<file path="src/rtl/cp0_pkg.sv">
// rtl/cp0_pkg.sv - shared CP0 register indices, exception codes and field positions
package cp0_pkg;

    localparam logic [4:0] RDC_BADVADDR = 5'd8;
    localparam logic [4:0] RDC_COUNT    = 5'd9;
    localparam logic [4:0] RDC_COMPARE  = 5'd11;
    localparam logic [4:0] RDC_STATUS   = 5'd12;
    localparam logic [4:0] RDC_CAUSE    = 5'd13;
    localparam logic [4:0] RDC_EPC      = 5'd14;

    typedef enum logic [4:0] {
        EXC_INT    = 5'h00,
        EXC_HLT    = 5'h01,
        EXC_RESUME = 5'h02,
        EXC_ADEL   = 5'h04,
        EXC_ADES   = 5'h05,
        EXC_SYS    = 5'h08,
        EXC_BP     = 5'h09,
        EXC_RI     = 5'h0a,
        EXC_OF     = 5'h0c
    } exc_code_e;

    // Status field positions
    localparam int ST_IE    = 0;
    localparam int ST_EXL   = 1;
    localparam int ST_IM_LO = 8;
    localparam logic [15:0] ST_FIXED_HI = 16'h0040;

    // Cause field positions
    localparam int CA_EXC_LO = 2;
    localparam int CA_IP_LO  = 8;
    localparam int CA_TI     = 30;
    localparam int CA_BD     = 31;

    function automatic logic is_addr_err(input logic [4:0] code);
        return (code == EXC_ADEL) || (code == EXC_ADES);
    endfunction

endpackage

</file>
<file path="src/rtl/cp0_count_timer.sv">
// rtl/cp0_count_timer.sv - prescaled Count, Compare and timer interrupt flag
module cp0_count_timer #(
    parameter int COUNT_DIV = 2
) (
    input  logic        clk,
    input  logic        rst,
    input  logic        count_we,
    input  logic        compare_we,
    input  logic [31:0] wdata,
    output logic [31:0] count,
    output logic [31:0] compare,
    output logic        ti
);

    localparam int PW = (COUNT_DIV > 1) ? $clog2(COUNT_DIV) : 1;
    localparam logic [PW-1:0] PRESC_MAX = PW'(COUNT_DIV - 1);

    logic [PW-1:0] presc;
    logic          inc_d;
    logic          wrap;

    assign wrap = (presc == PRESC_MAX);

    // inc_d marks that Count moved last cycle, so the match is judged on the new value
    always_ff @(posedge clk or negedge rst) begin
        if (!rst) begin
            presc   <= '0;
            count   <= '0;
            compare <= '0;
            ti      <= 1'b0;
            inc_d   <= 1'b0;
        end else begin
            inc_d <= 1'b0;
            if (count_we) begin
                count <= wdata;
                presc <= '0;
            end else begin
                presc <= wrap ? '0 : presc + PW'(1);
                if (wrap) begin
                    count <= count + 32'd1;
                    inc_d <= 1'b1;
                end
            end
            if (compare_we) begin
                compare <= wdata;
                ti      <= 1'b0;
            end else if (inc_d && (count == compare)) begin
                ti <= 1'b1;
            end
        end
    end

endmodule

</file>
<file path="src/rtl/cp0_timer_ctrl.sv">
// rtl/cp0_timer_ctrl.sv - coprocessor-0 with Status/Cause/EPC, halt, BadVAddr and Count/Compare timer
module cp0_timer_ctrl
    import cp0_pkg::*;
#(
    parameter int          HW_INT_NUM  = 5,
    parameter int          TIMER_EN    = 1,
    parameter int          COUNT_DIV   = 2,
    parameter logic [31:0] EX_ENTRY_PC = 32'h0040_0008,
    parameter logic [31:0] EX_HLT_PC   = 32'h0000_0000
) (
    input  logic                  clk,
    input  logic                  rst,
    input  logic                  cp0_we,
    input  logic [4:0]            cp0_rdc,
    input  logic [31:0]           cp0_data_in,
    output logic [31:0]           cp0_data_out,
    input  logic                  ex_wb,
    input  logic [4:0]            ex_code,
    input  logic                  eret_flush,
    input  logic                  branch_delay_wb,
    input  logic [31:0]           epc_in,
    input  logic [31:0]           badvaddr_in,
    input  logic [HW_INT_NUM-1:0] int_sig_in,
    output logic                  ex,
    output logic                  flush,
    output logic [31:0]           epc_out,
    output logic                  int_req,
    output logic                  timer_int,
    output logic                  hlt,
    output logic                  ie,
    output logic                  exl
);

    logic [7:0]            im;
    logic [1:0]            ip_sw;
    logic [HW_INT_NUM-1:0] ip_hw;
    logic [7:0]            ip;
    logic                  bd;
    logic [4:0]            exc_code;
    logic [31:0]           epc;
    logic [31:0]           badvaddr;
    logic [31:0]           count;
    logic [31:0]           compare;
    logic                  ti;

    logic status_we, cause_we, epc_we, count_we, compare_we;
    logic epc_capture;
    logic [31:0] epc_fault;

    assign status_we  = cp0_we && (cp0_rdc == RDC_STATUS);
    assign cause_we   = cp0_we && (cp0_rdc == RDC_CAUSE);
    assign epc_we     = cp0_we && (cp0_rdc == RDC_EPC);
    assign count_we   = cp0_we && (cp0_rdc == RDC_COUNT);
    assign compare_we = cp0_we && (cp0_rdc == RDC_COMPARE);

    // Nested exceptions and halted state keep the original return address
    assign epc_capture = ex_wb && !exl && !hlt;
    assign epc_fault   = branch_delay_wb ? (epc_in - 32'd4) : epc_in;

    generate
        if (TIMER_EN != 0) begin : g_timer
            cp0_count_timer #(
                .COUNT_DIV (COUNT_DIV)
            ) u_count_timer (
                .clk        (clk),
                .rst        (rst),
                .count_we   (count_we),
                .compare_we (compare_we),
                .wdata      (cp0_data_in),
                .count      (count),
                .compare    (compare),
                .ti         (ti)
            );
        end else begin : g_no_timer
            assign count   = '0;
            assign compare = '0;
            assign ti      = 1'b0;
        end
    endgenerate

    always_comb begin
        ip       = '0;
        ip[1:0]  = ip_sw;
        for (int i = 0; i < HW_INT_NUM; i++) begin
            ip[2+i] = ip_hw[i];
        end
        if (TIMER_EN != 0) begin
            ip[7] = ti;
        end
    end

    always_ff @(posedge clk or negedge rst) begin
        if (!rst) begin
            hlt      <= 1'b0;
            ie       <= 1'b0;
            exl      <= 1'b0;
            im       <= 8'hFF;
            ip_sw    <= 2'b00;
            ip_hw    <= '0;
            bd       <= 1'b0;
            exc_code <= 5'h00;
            epc      <= '0;
            badvaddr <= '0;
            int_req  <= 1'b0;
        end else begin
            ip_hw <= int_sig_in;

            if (ex_wb) begin
                exl <= 1'b1;
            end else if (eret_flush) begin
                exl <= 1'b0;
            end else if (status_we) begin
                exl <= cp0_data_in[ST_EXL];
            end

            if (status_we) begin
                ie <= cp0_data_in[ST_IE];
                im <= cp0_data_in[ST_IM_LO +: 8];
            end

            if (cause_we) begin
                ip_sw <= cp0_data_in[CA_IP_LO +: 2];
            end

            if (ex_wb && !exl) begin
                bd <= branch_delay_wb;
            end

            if (epc_capture) begin
                epc <= epc_fault;
            end else if (epc_we) begin
                epc <= cp0_data_in;
            end

            if (ex_wb) begin
                exc_code <= ex_code;
                if (is_addr_err(ex_code)) begin
                    badvaddr <= badvaddr_in;
                end
                if (ex_code == EXC_HLT) begin
                    hlt <= 1'b1;
                end else if (ex_code == EXC_RESUME) begin
                    hlt <= 1'b0;
                end
            end

            int_req <= ie && !exl && !hlt && |(ip & im);
        end
    end

    always_comb begin
        cp0_data_out = '0;
        case (cp0_rdc)
            RDC_BADVADDR: cp0_data_out = badvaddr;
            RDC_COUNT:    cp0_data_out = count;
            RDC_COMPARE:  cp0_data_out = compare;
            RDC_STATUS:   cp0_data_out = {ST_FIXED_HI, im, 6'b0, exl, ie};
            RDC_CAUSE:    cp0_data_out = {bd, ti, 14'b0, ip, 1'b0, exc_code, 2'b0};
            RDC_EPC:      cp0_data_out = epc;
            default:      cp0_data_out = '0;
        endcase
    end

    assign ex        = ex_wb;
    assign flush     = ex_wb | eret_flush;
    assign epc_out   = ex_wb ? EX_ENTRY_PC : (hlt ? EX_HLT_PC : epc);
    assign timer_int = ti;

endmodule

</file>
<file path="config.mk">
export PLATFORM = sky130hd
export DESIGN_NAME = cp0_timer_ctrl
export DESIGN_NICKNAME = d
export VERILOG_FILES = /design/src/rtl/cp0_pkg.sv /design/src/rtl/cp0_count_timer.sv /design/src/rtl/cp0_timer_ctrl.sv
export SDC_FILE = /design/constraint.sdc
export NUM_CORES = 1
export LEC_CHECK = 0
export BUFFER_PORTS_ARGS = -buffer_cell sky130_fd_sc_hd__buf_4
export CAP_MARGIN = 10
export CORE_MARGIN = 3
export CORE_UTILIZATION = 40
export DETAILED_ROUTE_END_ITERATION = 8
export GPL_TIMING_DRIVEN = 1
export RECOVER_POWER = 50
export SETUP_SLACK_MARGIN = 0.3
export SKIP_CTS_REPAIR_TIMING = 1
export SYNTH_ARGS = -nofsm -noshare
export SYNTH_HDL_FRONTEND = slang
export SYNTH_SLANG_ARGS = --single-unit
</file>
<file path="constraint.sdc">
create_clock -name clk -period 1.8 [get_ports clk]
set_input_delay 0.18 -clock clk [delete_from_list [all_inputs] [get_ports clk]]
set_output_delay 0.18 -clock clk [all_outputs]
set_load 0.02 [all_outputs]
</file>
# After elaboration in Yosys (flattened, before gate mapping)
# Index checks and enable logic that the tools add are counted.
dict set report classes {
  addsub 3
  n_mul 0
  div 0
  order_cmp 0
  eq_ne 11
  shift 0
  n_mux 19
  bitwise 2
  n_reduce_logical 22
}
# operator n
set ops {}
lappend ops {{two-way mux 32 bit} 7}
lappend ops {{one-hot mux 32 bit (6 select lines)} 1}
lappend ops {{adder 32 x 1 -> 32 bit (second input constant)} 1}
lappend ops {{== test 32 bit} 1}
lappend ops {{subtractor 32 x 3 -> 32 bit (second input constant)} 1}
lappend ops {{== test 5 x 4 -> 1 bit (second input constant)} 6}
lappend ops {{logical AND 1 bit} 11}
lappend ops {{two-way mux 1 bit} 11}
lappend ops {{== test 5 x 3 -> 1 bit (second input constant)} 2}
lappend ops {{AND 8 bit} 1}
lappend ops {{nonzero test 2 bit} 4}
lappend ops {{OR reduction 8 bit} 1}
lappend ops {{== test 5 x 1 -> 1 bit (second input constant)} 1}
lappend ops {{== test 5 x 2 -> 1 bit (second input constant)} 1}
lappend ops {{AND reduction 2 bit} 2}
lappend ops {{nonzero test 3 bit} 1}
lappend ops {{logical NOT 1 bit} 2}
lappend ops {{adder 1 bit (second input constant)} 1}
lappend ops {{logical OR 1 bit} 1}
lappend ops {{bitwise OR 1 bit} 1}
dict set report word_totals {
  regBits 156
  latch_bits 0
  ram_bits 0
  rom_bits 0
  inputBits 117
  output_inout_bits 71
  wordCells 73
  mem_count 0
}

# Logic depth before layout (Yosys ltp)
# Gate-level depths: netlist of run 1.
dict set report depth {
  depth_word 5
  mapped_depth 8
  depth_no_buf 6
}

# Modules after synthesis
# From an unflattened synthesis of run 1, not the netlist that was laid out.
dict set report hier_totals {
  cells_unflattened 846
  area_unflattened_um2 8740.9
}
# mod n_inst cells_each area_each_um2 seq_area_each_um2
set modules_own_cells {}
lappend modules_own_cells {cp0_timer_ctrl 1 534 5300.1 2237.1}
lappend modules_own_cells {cp0_count_timer 1 312 3440.8 1676.6}

# Worst setup path before layout of run 1
# Ideal clock, no wire load.
dict set report synth_timing {
  path_type {reg-to-reg}
  start {register g_timer.u_count_timer.count[0]}
  end {register g_timer.u_count_timer.count[28]}
  setup_time_ps 125
  t_arrival_ps 1725
  required_ps 1675
  path_slack_ps -50
  path_stages_with_launch 7
  n_path_buf 0
  period_less_slack_ps 1850
  cell_sequence {dfrtp_1 > ha_1 > nand4_1 > nor3_2 > nand4_1 > xnor2_1 > mux2_2}
}
dict set report synth_between {
  elab_chain_cells 3
}
# element line
set synth_lines {}
lappend synth_lines {{start: declaration} cp0_count_timer.sv:10} ;# output logic [31:0] count,
lappend synth_lines {{start signal: assignment} cp0_count_timer.sv:35} ;# count <= wdata;
lappend synth_lines {{start signal: assignment} cp0_count_timer.sv:40} ;# count <= count + 32'd1;
lappend synth_lines {{adder 32 x 1 -> 32 bit} cp0_count_timer.sv:40}
lappend synth_lines {{two-way mux 32 bit} cp0_count_timer.sv:39} ;# if (wrap) begin
lappend synth_lines {{two-way mux 32 bit} cp0_count_timer.sv:34} ;# if (count_we) begin
# No other way between the ends. The select of a mux whose other input is x is not followed.
# A chain may end at the register's enable or synchronous reset.

# Worst setup path in the final report of run 1
dict set report layout_timing {
  start {register exl}
  end {output port cp0_data_out[1]}
}
dict set report layout_between {
  elab_chain_cells 1
}
# element line
set layout_lines {}
lappend layout_lines {{start: declaration} cp0_timer_ctrl.sv:31} ;# output logic exl
lappend layout_lines {{start signal: assignment} cp0_timer_ctrl.sv:113} ;# exl <= cp0_data_in[ST_EXL];
lappend layout_lines {{one-hot mux 32 bit (6 select lines)} cp0_timer_ctrl.sv:153} ;# case (cp0_rdc)
lappend layout_lines {{end: declaration} cp0_timer_ctrl.sv:16} ;# output logic [31:0] cp0_data_out,
# No other way between the ends.

==> metrics.md, run 1 <==
| Metric | Value |
|---|---|
| Worst setup SP type | `flip-flop` |
| Yosys top cell area share | `0.423` |
| EDFF count, synth | `0` |
| Synthesized area per cell | `10.3 um^2` |
| Synth Register Bits | `156` |
| Finished Layout Cells | `approximately 1500` |
| Fillcell total | `~1700` |
| Complex-gate fraction of the synthesized area | `0.118` |
| Top post-synthesis cells by area | `dfrtp_1 42%, mux2_2 13%, xnor2_1 6.0%` |
| Max-Cap Viols | `0` |
| Simple-Gate Fraction of Synth Area | `0.164` |
| Mapped Cells | `between 800 and 900` |
| First-pass GRT wire length | `44900 um` |
| Total Wirelength | `between 30000 and 40000 um` |
| CTS root buffer | `clkbuf_16` |
| Die Y | `~150 um` |
| Power per standard cell area | `940 nW/um^2` |
| Crit path DAT | `between 1.5 and 2 ns` |
| Final setup margin | `-0.00409 ns` |
| Clock Sinks | `between 150 and 200` |
| Crit-path cells | `mux2i_4 > o21ai_1 > a221o_1 > buf_6` |
| Share of cells above drive strength 1 | `0.481` |
| Die width | `154 um` |
| Unique masters post-synth | `56` |
| Placed Area | `11200 um^2` |
| Inst Count DP | `1338` |
| Hold slack final | `-0.0185 ns` |
| Port Buf Inserts | `187` |
| Clock-pin slew on the worst setup and hold paths | `around 0.070 ns` |
| Post-synthesis mux area share | `0.151` |
| Ys async rst share | `1.00` |
| I/O Pins | `between 150 and 200` |
| Routability cong. | `about 0.9` |
| Status | `complete, but fails checks` |
| HP Class | `primary input to flip-flop` |
| Synth Area in Adders | `0.00286` |
| Num CTS Buffers | `17` |
| Via Count | `8128` |
| Iteration-0 DRC Markers | `around 520` |
| Power Total | `12.7 mW` |
| Max-Slew Margin vs Limit | `0.288` |
| Max FO, Critical Path | `4` |
| Fin crit share | `1.00` |
| Clock latency on the worst-skew pair | `0.43 ns` |
| Leakage | `5.88 nW` |
| Combinational family with the most area after synthesis | `simple AND/OR/NAND/NOR gates` |
| H-tree depth | `4` |
| Synthesized net count | `972` |
| Congestion Overflow GR | `0` |
| Area grow syn2layout | `54.6%` |
| Setup tns final | `-0.00409 ns` |
| Post-Syn Area | `8760 um^2` |
| Initial antenna violation count | `2` |
| Row Count | `53` |
| Die area | `23700 um^2` |
| Most frequent cells in the layout | `205 x buf_4, 138 x dfrtp_1, 101 x mux2_2` |
| Final Critical Period | `1.80 ns` |
| Area share of xor/xnor cells in the synthesized design | `0.0850` |
| Nets@finish | `1323` |
| Commonest non-fill, non-tap cell in the layout | `buf_4` |
| Vias/cell | `around 5.4` |
| Slew Viols, Final | `0` |
| Initial Util | `0.412` |
| Post-synthesis sequential area ratio | `0.447` |
| Post-route cell area | `13600 um^2` |
| Critical Path End Type | `output port` |
| Worst Path Required | `1.62 ns` |
| Worst-Margin Slew | `1.07 ns` |
| Skew final | `0.00913 ns` |
| Largest net degree at the start of global routing | `43` |
| Dominant cell type by area after synthesis | `dfrtp_1` |
| Max Fclk | `approximately 550 MHz` |
| CP top delay family | `flip-flops` |
| Post-DRT Antenna Nets | `0` |
| RSZ-0062 raised after global routing | `yes` |
| Violated checks | `hold timing, setup timing` |
| GRT Util Overall | `0.245` |
| DP Wirelength | `~22000 um` |
| Peak VDD IR | `~0.73 mV` |
| DRC viols | `0` |
| Max stage delay cell, worst path | `dfrtp_2` |
| Worst path bufs/invs | `1` |
| Vias in the first global route | `7693` |
| Drt pass-1 iters | `5` |
| Max stage delay on crit path | `0.45 ns` |
| Placement Setup Slack | `-0.115 ns` |
| Final core occ | `0.637` |
| Final setup vio count | `1` |
| Syn. warnings | `0` |
| Final Hold Fails | `5` |
| Drt wl/cell | `20.8 um` |
| Total core area | `21300 um^2` |
| CTS tree | `built` |
| # diodes | `0` |
| Clk buf depth | `2` |
| CP Class | `flip-flop to output port` |
| Top_reg_cell synth | `dfrtp_1` |
==> report_power, final <==
part | leakage (nW) | internal [mW] | switching [mW]
clock network | 0.295 | 2.22 | 1.60
logic | 3.71 | 2.14 | 1.70
registers | 1.88 | 4.35 | 0.732
==> worst min-delay path: cells and delay by family <==
kind                   cells  cell delay, ns
buffers and inverters      1            0.09
AO/OA/AOI/OAI              1            0.06
AND/OR/NAND/NOR            1            0.04
==> synth_stat cells, drive strengths merged (2+ instances only) <==
cell type,count
buf,15
nand3,15
nor3,18
or2,4
nor4,15
ha,2
and2,33
a21oi,33
dfrtp,148
nand4,22
xnor2,60
inv,13
nor2,54
or3,6
nor4b,5
xor2,25
mux2i,19
a21o,2
a22oi,13
a22o,14
dfstp,8
nand3b,4
o21ai,46
nand2,79
a221o,16
mux2,101
nor2b,3
or4,3
clkbuf,40
and3,5
a222oi,15
o22ai,3
nand2b,3
==> flip-flops by register name, indices dropped and copies added, names as in the netlist <==
name / count
epc: 32
exc_code: 5
g_timer.u_count_timer.compare: 32
badvaddr: 32
g_timer.u_count_timer.count: 32
int_req: 1
g_timer.u_count_timer.ti: 1
g_timer.u_count_timer.inc_d: 1
ip_sw: 2
ip_hw: 5
im: 8
exl: 1
g_timer.u_count_timer.presc: 1
hlt: 1
bd: 1
ie: 1
==> final cells by class <==
cell class / instances / area [um^2] / area share
Multi-Input combinational cell: 629 / 5010 / 0.370
Sequential cell: 156 / 3930 / 0.290
Tap cell: 275 / 344 / 0.0254
Timing Repair Buffer: 387 / 3610 / 0.266
Clock inverter: 14 / 185 / 0.0137
Inverter: 13 / 51.3 / 0.00379
Clock buffer: 18 / 429 / 0.0317
==> per-layer routing <==
| metal | track usage | vias up | wire [um] |
|---|---|---|---|
| li1 | - | 3788 | - |
| met1 | 0.354 | 3972 | 13700 |
| met2 | 0.381 | 321 | 14600 |
| met3 | 0.0470 | 45 | 2000 |
| met4 | 0.0589 | 2 | 646 |
| met5 | 0 | - | 7 |
==> cell families after synthesis <==
| group | Yosys count |
|---|---|
| xor+xnor | 85 |
| compound gates | 150 |
| buf+inv | 68 |
| mux | 120 |
| flops | 156 |
| fa+ha+maj | 2 |
| simple gates | 272 |
==> path summary, 6_finish.rpt <==
kind / depth (start not counted) / from / slack [ns] / endpoint
max in group asynchronous: 3 / rst / 0.23 / g_timer.u_count_timer.count[5]
min: 3 / cp0_data_in[16] / -0.02 / g_timer.u_count_timer.count[16]
max reg2reg: 7 / g_timer.u_count_timer.count[0] / 0.06 / g_timer.u_count_timer.count[22]
min in group asynchronous: 2 / rst / 0.42 / g_timer.u_count_timer.compare[10]
max: 4 / exl / -0.004 / cp0_data_out[1]
min reg2reg: 1 / badvaddr[28] / 0.51 / badvaddr[28]
No activity file was read; power rests on OpenSTA's default activity.
==> run 2: changes to the inputs <==
--- a/config.mk
+++ b/config.mk
@@ -10,7 +10,7 @@
 export CORE_MARGIN = 3
 export CORE_UTILIZATION = 40
 export DETAILED_ROUTE_END_ITERATION = 8
-export GPL_TIMING_DRIVEN = 1
+export GPL_TIMING_DRIVEN = 0
 export RECOVER_POWER = 50
 export SETUP_SLACK_MARGIN = 0.3
 export SKIP_CTS_REPAIR_TIMING = 1
==> metrics.md, run 2 (synthesis gave the netlist of run 1 again) <==
| Metric | Value |
|---|---|
| Status | `complete, but fails checks` |
| Violated checks | `hold timing, setup timing` |
| Port Buf Inserts | `185 (-1.1%)` |
| Hold slack final | `-0.0137 ns (+0.00479 ns)` |
| Largest net degree at the start of global routing | `117 (+170%)` |
| Max stage delay on crit path | `0.47 ns (+0.02 ns)` |
| Worst setup SP type | `flip-flop` |
| Die Y | `154 um (unchanged)` |
| Total core area | `21300 um^2 (unchanged)` |
| I/O Pins | `188 (unchanged)` |
| Reg2Reg Setup Slack | `-0.05 ns (-0.11 ns)` |
| Peak VDD IR | `0.626 mV (-14%)` |
| CTS tree | `built` |
| Fin crit share | `1.04 (+0.0364)` |
| Post-DRT Antenna Nets | `0 (unchanged)` |
| Drt wl/cell | `22.7 um (+9.4%)` |
| Clock Sinks | `156 (unchanged)` |
| Congestion Overflow GR | `0 (unchanged)` |
| Reg-to-reg critical path startpoint | `g_timer.u_count_timer.presc` |
| Final setup vio count | `20 (+19)` |
| Placement Setup Slack | `-0.666 ns (-0.551 ns)` |
| Vias in the first global route | `7723 (+0.39%)` |
| Crit path from | `hlt` |
| Max-Slew Margin vs Limit | `0.496 (+0.208)` |
| CP top delay family | `flip-flops` |
| Clk buf depth | `2 (unchanged)` |
| Worst path bufs/invs | `3 (+2)` |
| Worst Path Required | `1.62 ns (about the same)` |
| RSZ-0062 raised after global routing | `yes` |
| Initial Util | `0.412 (unchanged)` |
| Vias/cell | `5.63 (+3.3%)` |
| GRT Util Overall | `0.259 (+0.0137)` |
| CP Depth | `5 (+1)` |
| Max-Cap Viols | `0 (unchanged)` |
| Most frequent cells in the layout | `175 x buf_4, 127 x dfrtp_1, 101 x mux2_2` |
| Skew final | `0.00848 ns (-0.000650 ns)` |
| Final Hold Fails | `13 (+8)` |
| Post-route cell area | `13300 um^2 (-2.1%)` |
| Share of cells above drive strength 1 | `0.471 (-0.00971)` |
| H-tree depth | `4 (unchanged)` |
| Die width | `154 um (unchanged)` |
| CP endpoint | `epc_out[11]` |
| Reg2reg end | `g_timer.u_count_timer.count[31]` |
| # diodes | `0 (unchanged)` |
| Drt pass-1 iters | `8 (+3)` |
| Row Count | `53 (unchanged)` |
| R2R depth | `7 (unchanged)` |
| Initial antenna violation count | `0 (-2)` |
| DRC viols | `0 (unchanged)` |
| First-pass GRT wire length | `46700 um (+3.9%)` |
| Area grow syn2layout | `51.4%` |
| Power per standard cell area | `917 nW/um^2 (-2.5%)` |
| Critical Path End Type | `output port` |
| Commonest non-fill, non-tap cell in the layout | `buf_4` |
| Num CTS Buffers | `17 (unchanged)` |
| Die area | `23700 um^2 (unchanged)` |
| Crit-path cells | `nor2_4 > buf_6 > buf_8 > and2_1 > buf_4` |
| Final Critical Period | `1.87 ns (+0.0656 ns)` |
| Nets@finish | `1295 (-2.1%)` |
| Slew Viols, Final | `0 (unchanged)` |
| Max stage delay cell, worst path | `dfrtp_2` |
| Final setup margin | `-0.0697 ns (-0.0656 ns)` |
| Crit path DAT | `1.69 ns (+0.07 ns)` |
| Max Fclk | `535 MHz (-3.5%)` |
| Worst-Margin Slew | `0.755 ns (-0.312 ns)` |
| Total Wirelength | `33300 um (+7.4%)` |
| Iteration-0 DRC Markers | `712 (+38%)` |
| Max FO, Critical Path | `5 (+1)` |
| Routability cong. | `0.907 (-0.46%)` |
| CP Class | `flip-flop to output port` |
| Placed Area | `10700 um^2 (-4.4%)` |
| CTS root buffer | `clkbuf_16` |
| Via Count | `8235 (+1.3%)` |
| Worst hold stages | `3 (unchanged)` |
| DP Wirelength | `23300 um (+5.0%)` |
| Clock latency on the worst-skew pair | `0.43 ns (about the same)` |
| HP Class | `primary input to flip-flop` |
| Clock-pin slew on the worst setup and hold paths | `0.06 ns (about the same)` |
| Leakage | `5.80 nW (-1.4%)` |
==> run 2: cell types whose count changed in the layout (fill, tap and decap cells not counted), sizes merged <==
cell / before / now
dlygate4sd3: 52 / 40
clkbuf: 34 / 52
inv: 18 / 13
clkinv: 4 / 2
clkinvlp: 2 / 5
buf: 319 / 290
bufinv: 3 / 2
==> run 2: worst min path at each step <==
| stage | start | endpoint | slack [ns] |
|---|---|---|---|
| 6_report | cp0_data_in[17] | g_timer.u_count_timer.count[17] | -0.01 |
| 5_1_grt | badvaddr_in[13] | badvaddr[13] | 0.001 |
| 4_1_cts | rst | badvaddr[8] | -0.37 |
| 3_5_place_dp | rst | badvaddr[8] | 0.09 |
| 3_3_place_gp | int_sig_in[0] | ip_hw[0] | 0.29 |
| 2_1_floorplan | rst | badvaddr[0] | -0.12 |
==> run 2: power breakdown <==
group	internal (mW)	total, mW	leakage (nW)	switching (mW)
combinational	1.75	3.26	3.66	1.51
clock	2.19	3.69	0.278	1.50
sequential	4.37	5.22	1.86	0.843
total	8.31	12.2	5.80	3.86
==> run 2: cell type report <==
| class | instances | area, um^2 |
|---|---|---|
| plain buffers | 55 | 493 |
| flip-flops and latches | 156 | 3940 |
| inverters | 13 | 51.3 |
| repair buffers | 304 | 2790 |
| well taps | 275 | 344 |
| clock inverters | 9 | 111 |
| fillers | 1765 | 8020 |
| multi-input cells | 629 | 5050 |
| clock buffers | 23 | 488 |
==> run 2: layer usage <==
layer / vias up / global-route usage / routed length (um)
met2: 363 / 0.405 / 15300
met1: 4091 / 0.366 / 14400
met5: - / 0 / 0
li1: 3729 / - / -
met4: 0 / 0.0694 / 918
met3: 52 / 0.0549 / 2610
==> run 2: through the flow <==
stage / TNS, ns / std cells / utilization / hold WS [ns] / power, mW
2_1_floorplan: 0 / 853 / - / -0.116 / 6.65
3_3_place_gp: -77.67 / 1313 / 0.501 / 0.291 / 7.72
3_5_place_dp: -26.09 / 1314 / 0.502 / 0.0855 / 7.79
4_1_cts: -30.94 / 1346 / 0.530 / -0.366 / 11.5
5_1_grt: -1.61 / 1464 / 0.623 / 0.00108 / 12.7
6_report: -0.752 / 1464 / 0.623 / -0.0137 / 12.2
==> run 2: worst min-delay path, cell delays in order <==
cell,delay [ns]
buf_4,0.09
nand2_1,0.04
o21ai_1,0.06
